## src/rtl/dump_ctrl_pkg.sv

```systemverilog
// Shared state encodings and width defaults for the dump window controller.
package dump_ctrl_pkg;

  localparam int unsigned FRAME_W_DEF = 32;

  typedef enum logic [2:0] {
    StIdle     = 3'd0,
    StWaitLoad = 3'd1,
    StArmed    = 3'd2,
    StDumping  = 3'd3,
    StDone     = 3'd4
  } dump_state_e;

endpackage

```

## src/rtl/dump_edge.sv

```systemverilog
// Single-register edge detector; edges are suppressed on the first cycle after reset.
module dump_edge (
  input  logic clk,
  input  logic rst,
  input  logic din,
  output logic rise,
  output logic fall
);

  logic prev_q;
  logic primed_q;

  always_ff @(posedge clk or posedge rst) begin
    if (rst) begin
      prev_q   <= 1'b0;
      primed_q <= 1'b0;
    end else begin
      prev_q   <= din;
      primed_q <= 1'b1;
    end
  end

  assign rise = primed_q & ~prev_q & din;
  assign fall = primed_q & prev_q & ~din;

endmodule

```

## src/rtl/dump_window_ctrl.sv

```systemverilog
// Frame-counted capture window controller. Optional DUMP_LOADWAIT_EN holds arming
// until a ROM download finishes and aborts the window when a new download starts.
module dump_window_ctrl
  import dump_ctrl_pkg::*;
#(
  parameter int unsigned FRAME_W   = FRAME_W_DEF,
  parameter int unsigned GUARD_CYC = 20000
) (
  input  logic               clk,
  input  logic               rst,
  input  logic               vs,
  input  logic               downloading,
  input  logic [FRAME_W-1:0] start_frame,
  input  logic [FRAME_W-1:0] stop_frame,
  input  logic               deep,
  output logic [FRAME_W-1:0] frame_cnt,
  output logic               dump_en,
  output logic               dump_deep,
  output logic               dump_start,
  output logic               dump_stop,
  output logic [2:0]         state
);

  localparam logic [31:0] GuardLast = (GUARD_CYC == 0) ? 32'd0 : 32'(GUARD_CYC - 1);

  logic vs_rise, vs_fall, dl_rise, dl_fall;
  logic abort, load_done;

  dump_edge u_vs_edge (.clk(clk), .rst(rst), .din(vs), .rise(vs_rise), .fall(vs_fall));
  dump_edge u_dl_edge (.clk(clk), .rst(rst), .din(downloading), .rise(dl_rise), .fall(dl_fall));

`ifdef DUMP_LOADWAIT_EN
  localparam dump_state_e GuardNext = StWaitLoad;
  assign abort     = dl_rise;
  assign load_done = dl_fall;
  logic unused_edges;
  assign unused_edges = vs_rise;
`else
  localparam dump_state_e GuardNext = StArmed;
  assign abort     = 1'b0;
  assign load_done = 1'b0;
  logic unused_edges;
  assign unused_edges = vs_rise ^ dl_rise ^ dl_fall;
`endif

  dump_state_e        state_q, state_d;
  logic [FRAME_W-1:0] frame_q, frame_d;
  logic [FRAME_W-1:0] start_q, start_d, stop_q, stop_d;
  logic [31:0]        guard_q, guard_d;
  logic               en_q, en_d, deep_q, deep_d;
  logic               start_p_q, start_p_d, stop_p_q, stop_p_d;

  always_comb begin
    state_d   = state_q;
    frame_d   = vs_fall ? frame_q + FRAME_W'(1) : frame_q;
    start_d   = start_q;
    stop_d    = stop_q;
    guard_d   = guard_q;
    en_d      = en_q;
    deep_d    = deep_q;
    start_p_d = 1'b0;
    stop_p_d  = 1'b0;
    case (state_q)
      StIdle: begin
        if (guard_q == GuardLast) begin
          state_d = GuardNext;
          start_d = start_frame;
          stop_d  = stop_frame;
        end else begin
          guard_d = guard_q + 32'd1;
        end
      end
      StWaitLoad: begin
        state_d = load_done ? StArmed : StWaitLoad;
`ifndef DUMP_LOADWAIT_EN
        state_d = StIdle;
`endif
      end
      StArmed: begin
        if (abort) begin
          state_d = StWaitLoad;
        end else if (vs_fall && frame_q == start_q) begin
          state_d   = StDumping;
          start_p_d = 1'b1;
          en_d      = 1'b1;
          deep_d    = deep;
        end
      end
      StDumping: begin
        // Abort takes priority over a coincident close; either way one stop pulse.
        if (abort || (vs_fall && stop_q != '0 && frame_q == stop_q)) begin
          state_d  = abort ? StWaitLoad : StDone;
          en_d     = 1'b0;
          stop_p_d = 1'b1;
        end
      end
      StDone: ;
      default: begin
        state_d = StIdle;
        en_d    = 1'b0;
      end
    endcase
  end

  always_ff @(posedge clk or posedge rst) begin
    if (rst) begin
      state_q   <= StIdle;
      frame_q   <= '0;
      start_q   <= '0;
      stop_q    <= '0;
      guard_q   <= 32'd0;
      en_q      <= 1'b0;
      deep_q    <= 1'b0;
      start_p_q <= 1'b0;
      stop_p_q  <= 1'b0;
    end else begin
      state_q   <= state_d;
      frame_q   <= frame_d;
      start_q   <= start_d;
      stop_q    <= stop_d;
      guard_q   <= guard_d;
      en_q      <= en_d;
      deep_q    <= deep_d;
      start_p_q <= start_p_d;
      stop_p_q  <= stop_p_d;
    end
  end

  assign frame_cnt  = frame_q;
  assign dump_en    = en_q;
  assign dump_deep  = deep_q;
  assign dump_start = start_p_q;
  assign dump_stop  = stop_p_q;
  assign state      = state_q;

endmodule

```

## config.mk

```make
export PLATFORM = sky130hd
export DESIGN_NAME = dump_window_ctrl
export DESIGN_NICKNAME = d
export VERILOG_FILES = /design/src/rtl/dump_ctrl_pkg.sv /design/src/rtl/dump_edge.sv /design/src/rtl/dump_window_ctrl.sv
export SDC_FILE = /design/constraint.sdc
export NUM_CORES = 1
export LEC_CHECK = 0
export ABC_CLOCK_PERIOD_IN_PS = 12830
export CAP_MARGIN = 20
export CORE_MARGIN = 2
export CORE_UTILIZATION = 30
export DETAILED_ROUTE_END_ITERATION = 12
export GPL_ROUTABILITY_DRIVEN = 0
export GPL_TIMING_DRIVEN = 0
export PLACE_DENSITY = 0.46
export SETUP_SLACK_MARGIN = 0.5
export SYNTH_ARGS = -nofsm -noshare
export SYNTH_HDL_FRONTEND = slang
export SYNTH_SLANG_ARGS = --single-unit
```

## constraint.sdc

```tcl
create_clock -name clk -period 12.83 [get_ports clk]
set_input_delay 3.849 -clock clk [delete_from_list [all_inputs] [get_ports clk]]
set_output_delay 3.849 -clock clk [all_outputs]
set_load 0.01 [all_outputs]
```

== Word level (Yosys, flattened, before mapping) ==
Index checks and enable logic that the tools add are counted.
W data, S select, Z words.
Word-level totals
  bits in registers: 137
  output and inout port bits: 39
Operators by class
  $add $sub $neg: 2
  equality and inequality tests: 10
  mux-type cells: 11
  bitwise logic cells: 6
  reduce and logical (&&, ||, !) cells: 11
Operators with widths (count)
  $add A32 B1 Y32 const B: 2
  $eq A32 B32 Y1: 2
  $eq A32 B15 Y1 const B: 1
  $reduce_bool A32 Y1: 1
  $pmux W3 S4: 1
  $mux W3: 3
  $eq A3 B2 Y1 const B: 2
  $mux W1: 6
  $ne A2 B2 Y1 const B: 3
  $reduce_and A2 Y1: 3
  $not A1 Y1: 4
  $reduce_and A4 Y1: 1
  $eq A3 B1 Y1 const B: 1
  $eq A3 B3 Y1 const B: 1
  $logic_and A1 B1 Y1: 3
  $logic_not A3 Y1: 1
  $pmux W1 S3: 1
  $reduce_and A3 Y1: 1
  $reduce_or A3 Y1: 1
  $and A1 B1 Y1: 2

== Longest topological paths before layout ==
  depth in word-level cells: 6
  mapped depth: 9

== Cells and area by module ==
A second synthesis with hierarchy kept.
Unflattened totals
  cell total of the unflattened synthesis: 542
  area, all modules: 6884.1 µm²
By module, submodules not included
  dump_window_ctrl: instances 1, cells each 536, area an instance 6809.0 µm², sequential area each 3378.2 µm²
  dump_edge: instances 1, cells each 6, area an instance 75.1 µm², sequential area each 50.0 µm²

== Worst setup path before layout ==
No wires, ideal clock.
  kind: input-to-reg
  start point: input vs
  end point: register frame_q[27] (netlist: frame_cnt[27])
  setup time: 0.079 ns
  data arrival time: 5.145 ns
  data required time: 12.751 ns
  path slack: 7.606 ns
  cell stages on the path: 7
  buffers on the path: 2
  path through: and3b_1 > buf_2 > and4_1 > clkbuf_1 > and2_0 > and4_1 > xor2_1
On the way
  cells in the longest elaborated chain, start to end: 2
Ends and longest elaborated chain
  from (decl): line dump_window_ctrl.sv:11  | input logic vs,
  $not A1 Y1: line dump_edge.sv:24  | assign fall = primed_q & prev_q & ~din;
  $and A1 B1 Y1: line dump_edge.sv:24
  to (signal assigned): line dump_window_ctrl.sv:118  | frame_q <= frame_d;
  to (decl): line dump_window_ctrl.sv:47  | logic [FRAME_W-1:0] frame_q, frame_d;
Every way passes these cells.
A chain may end at the register's enable or synchronous reset.

== Worst setup path after layout ==
Ends and elaborated chain as after synthesis.

==> metrics.md <==
| Metric | Value |
|---|---|
| Cells after synthesis | `562` |
| Worst-skew pair later-pin latency | `0.42 ns` |
| Total area of sequential cells | `3430 um2` |
| Final Hold Viols | `0` |
| Via density | `4.91` |
| Critical Path Fanout Max | `10` |
| Distinct cells, synth | `40` |
| Fill count | `2113` |
| Main synth FF type | `dfrtp_1` |
| Fmax | `between 0.15 and 0.2 GHz` |
| Critical path data required time | `13.17 ns` |
| Remaining global-route overflow | `0` |
| Max-cap viol count | `0` |
| CTS clk-pin slew, worst paths | `0.06 ns` |
| Clock tree root buffer cell | `clkbuf_16` |
| ANT cells | `0` |
| Setup bufs post-CTS | `0` |
| Core area | `21800 um2` |
| Asr flop ratio synth | `100%` |
| Initial antenna violation count | `0` |
| Port Buffer Count | `about 110` |
| Leak pwr | `slightly below 4 nW` |
| Final worst path period need | `5.66 ns` |
| Status | `completed` |
| Clock sink total | `137` |
| Pwr/cell area | `approximately 120 nW/um2` |
| P_sw | `0.000267 W` |
| Dpl hpwl | `13.9 mm` |
| DRC violations left | `0` |
| Syn nets | `roughly 630` |
| Crit path launch type | `primary input` |
| Pin count of the biggest net entering global routing | `73` |
| Total track usage | `between 15 and 20%` |
| Least-Margin Pin Slew | `0.831 ns` |
| Tot Pwr | `0.00105 W` |
| Worst stage delay on the critical path | `0.42 ns` |
| Synth Register Bits | `137` |
| Setup TNS | `0 ns` |
| Netlist Area Pre-Place | `6620 um2` |
| CP Cell Sequence | `clkdlybuf4s50_1 > and3b_1 > buf_2 > and4_1 > clkbuf_1 > and2_0 > and4_1 > xor2_1` |
| Final setup viols | `0` |
| Tcrit/Tclk final | `between 40% and 50%` |
| Crit Path Category | `in -> reg` |
| Slew Limit Fails | `0` |
| Layout cells sized above 1 | `17.0%` |
| Worst path slowest cell | `clkdlybuf4s50_1` |
| Vias in the first global route | `approximately 5000` |
| Via Count | `between 4000 and 5000` |
| Setup WS post-layout | `just over 7 ns` |
| CTS Buf Count | `17` |
| Yosys warning total | `0` |
| Post-Place Setup Slack | `between 6 and 7 ns` |
| Row Count | `54` |
| Slew HR | `44.1%` |
| Clock power share | `between 40% and 50%` |
| Comb pwr share | `around 11%` |
| Sequential share of power | `42.9%` |
| Die Y | `153 um` |
| CTS hold repair buffers | `0` |
| H-tree levels | `4` |
| Global-route wire length before repair | `29.1 mm` |
| Fin util | `between 30% and 40%` |
| Internal | `0.000788 W` |
| Nets | `759` |
| CTS tree | `built` |
| Number of enable flip-flop cells after synthesis | `0` |
| Starting Density | `just over 30%` |
| Area growth syn-to-layout | `30.7%` |
| CP arrival | `roughly 6.0 ns` |
| Hold_ws | `0.490 ns` |
| Worst Hold Class | `reg -> reg` |
| Post_cts resized | `0` |
| Chip Width | `153 um` |
| DR pass1 iterations | `5` |
| Critical Path Sink Type | `register` |
| Syn avg cell area | `11.8 um2` |
| Die area | `23300 um2` |
| Io pins | `108` |
| Initial DRC Count | `335` |
| Worst Skew | `0.00971 ns` |
| Max Root-Sink Buffers | `2` |
| RSZ-0062 raised after global routing | `no` |
| IR Drop Worst-Case VDD | `0.0000852 V` |
| Cell mode on critical path | `and4_1` |
| Sequential fraction of the synthesis area | `roughly half` |
| Sw frac | `about a quarter` |
| Routed wire length | `18.3 mm` |
| Multi-input gate area | `3030 um2` |
| Routed WL per cell | `18.7 um` |
| ANT nets after route | `0` |
-- final timing paths --
path | from | end | slack (ns) | cells past startpoint
worst max-delay path | vs | frame_cnt[27]$_DFFE_PP0P_ | 7.17 | 8
worst min-delay path | guard_q[11]$_DFFE_PP0P_ | guard_q[11]$_DFFE_PP0P_ | 0.49 | 1
worst max register to register | frame_cnt[7]$_DFFE_PP0P_ | frame_cnt[27]$_DFFE_PP0P_ | 10.40 | 6
worst min register to register | guard_q[11]$_DFFE_PP0P_ | guard_q[11]$_DFFE_PP0P_ | 0.49 | 1
max in group asynchronous | rst | frame_cnt[16]$_DFFE_PP0P_ | 8.16 | 3
min in group asynchronous | rst | u_vs_edge.prev_q$_DFF_PP0_ | 3.88 | 2
-- cell families (layout without fill, tap and decap cells) --
family,Yosys count,in the layout,synth area share [%]
buffers and inverters,33,172,2.34
adder cells (fa/ha/maj),2,2,0.378
XOR/XNOR,126,126,16.7
AO/OA/AOI/OAI,8,8,0.832
other,1,1,0.0567
flip-flops,137,137,51.8
AND/OR/NAND/NOR,188,188,16.5
multiplexers,67,67,11.4
-- Yosys cell counts, types with 2 or more instances --
library cell	n	share of area, %
and2_1	5	0.47
and3_1	5	0.47
and4_1	9	1.2
buf_2	6	0.45
buf_4	6	0.68
clkbuf_1	11	0.62
dfrtp_1	137	52
ha_1	2	0.38
inv_1	8	0.45
mux2_2	67	11
nand2_1	21	1.2
nand3_1	30	2.3
nand4_1	39	3.7
nand4b_1	2	0.26
nor2_1	24	1.4
nor3_1	11	0.83
nor4_1	26	2.5
nor4b_1	5	0.66
o21ai_0	3	0.23
xnor2_1	79	10
xor2_1	47	6.2
-- power by group through the flow --
stage	Sequential, W	Clock, W	Combinational (W)
after detailed placement	0.000460	0	0.000116
after CTS	0.000453	0.000496	0.000116
after global routing	0.000454	0.000519	0.000124
after global placement	0.000460	0	0.000112
after floorplan	0.000460	0	0.0000506
final	0.000452	0.000486	0.000116
-- sequential cells by signal (all words and copies together) (netlist names) --
signal,flops
frame_cnt,32
guard_q,32
start_q,32
stop_q,32
state,3
dump_deep,1
dump_en,1
dump_start,1
dump_stop,1
u_vs_edge.prev_q,1
u_vs_edge.primed_q,1
-- metal layers --
layer / GRT usage [%] / part of all wire, %
met1: 23.9 / 50
met2: 24.3 / 44
met3: 3.44 / 5.0
met4: 4.19 / 1.3
met5: 0 / 0
-- critical path: cells and delay by family --
family	cells	cell delay, ns
XOR/XNOR	1	0.14
buffers and inverters	3	0.98
AND/OR/NAND/NOR	4	1.02
-- layout make-up --
cell class | count | area share [%]
Sequential cell | 137 | 39.6
Multi-Input combinational cell | 392 | 35.1
Timing Repair Buffer | 107 | 12.6
Clock buffer | 18 | 5.08
Tap cell | 280 | 4.05
Clock inverter | 14 | 1.71
Buffer | 25 | 1.45
Inverter | 8 | 0.405
-- layout by cell type (no fill, tap or decap), types with 7 or more instances in the layout --
cell type	Yosys	layout
dfrtp_1	137	137
nor2_1	24	24
nor3_1	11	11
clkbuf_16	0	17
nand3_1	30	30
xnor2_1	79	79
clkdlybuf4s50_1	0	106
xor2_1	47	47
mux2_2	67	67
nand4_1	39	39
inv_1	8	7
and4_1	9	9
nor4_1	26	26
clkbuf_1	11	11
nand2_1	21	21
-- through the flow --
stage / area [um2] / instances
floorplan: 6620 / 562
global placement: 8030 / 948
detailed placement: 8060 / 949
CTS: 8650 / 981
global route: 8650 / 981
finish: 8650 / 981
(Power assumes the default switching activity.)
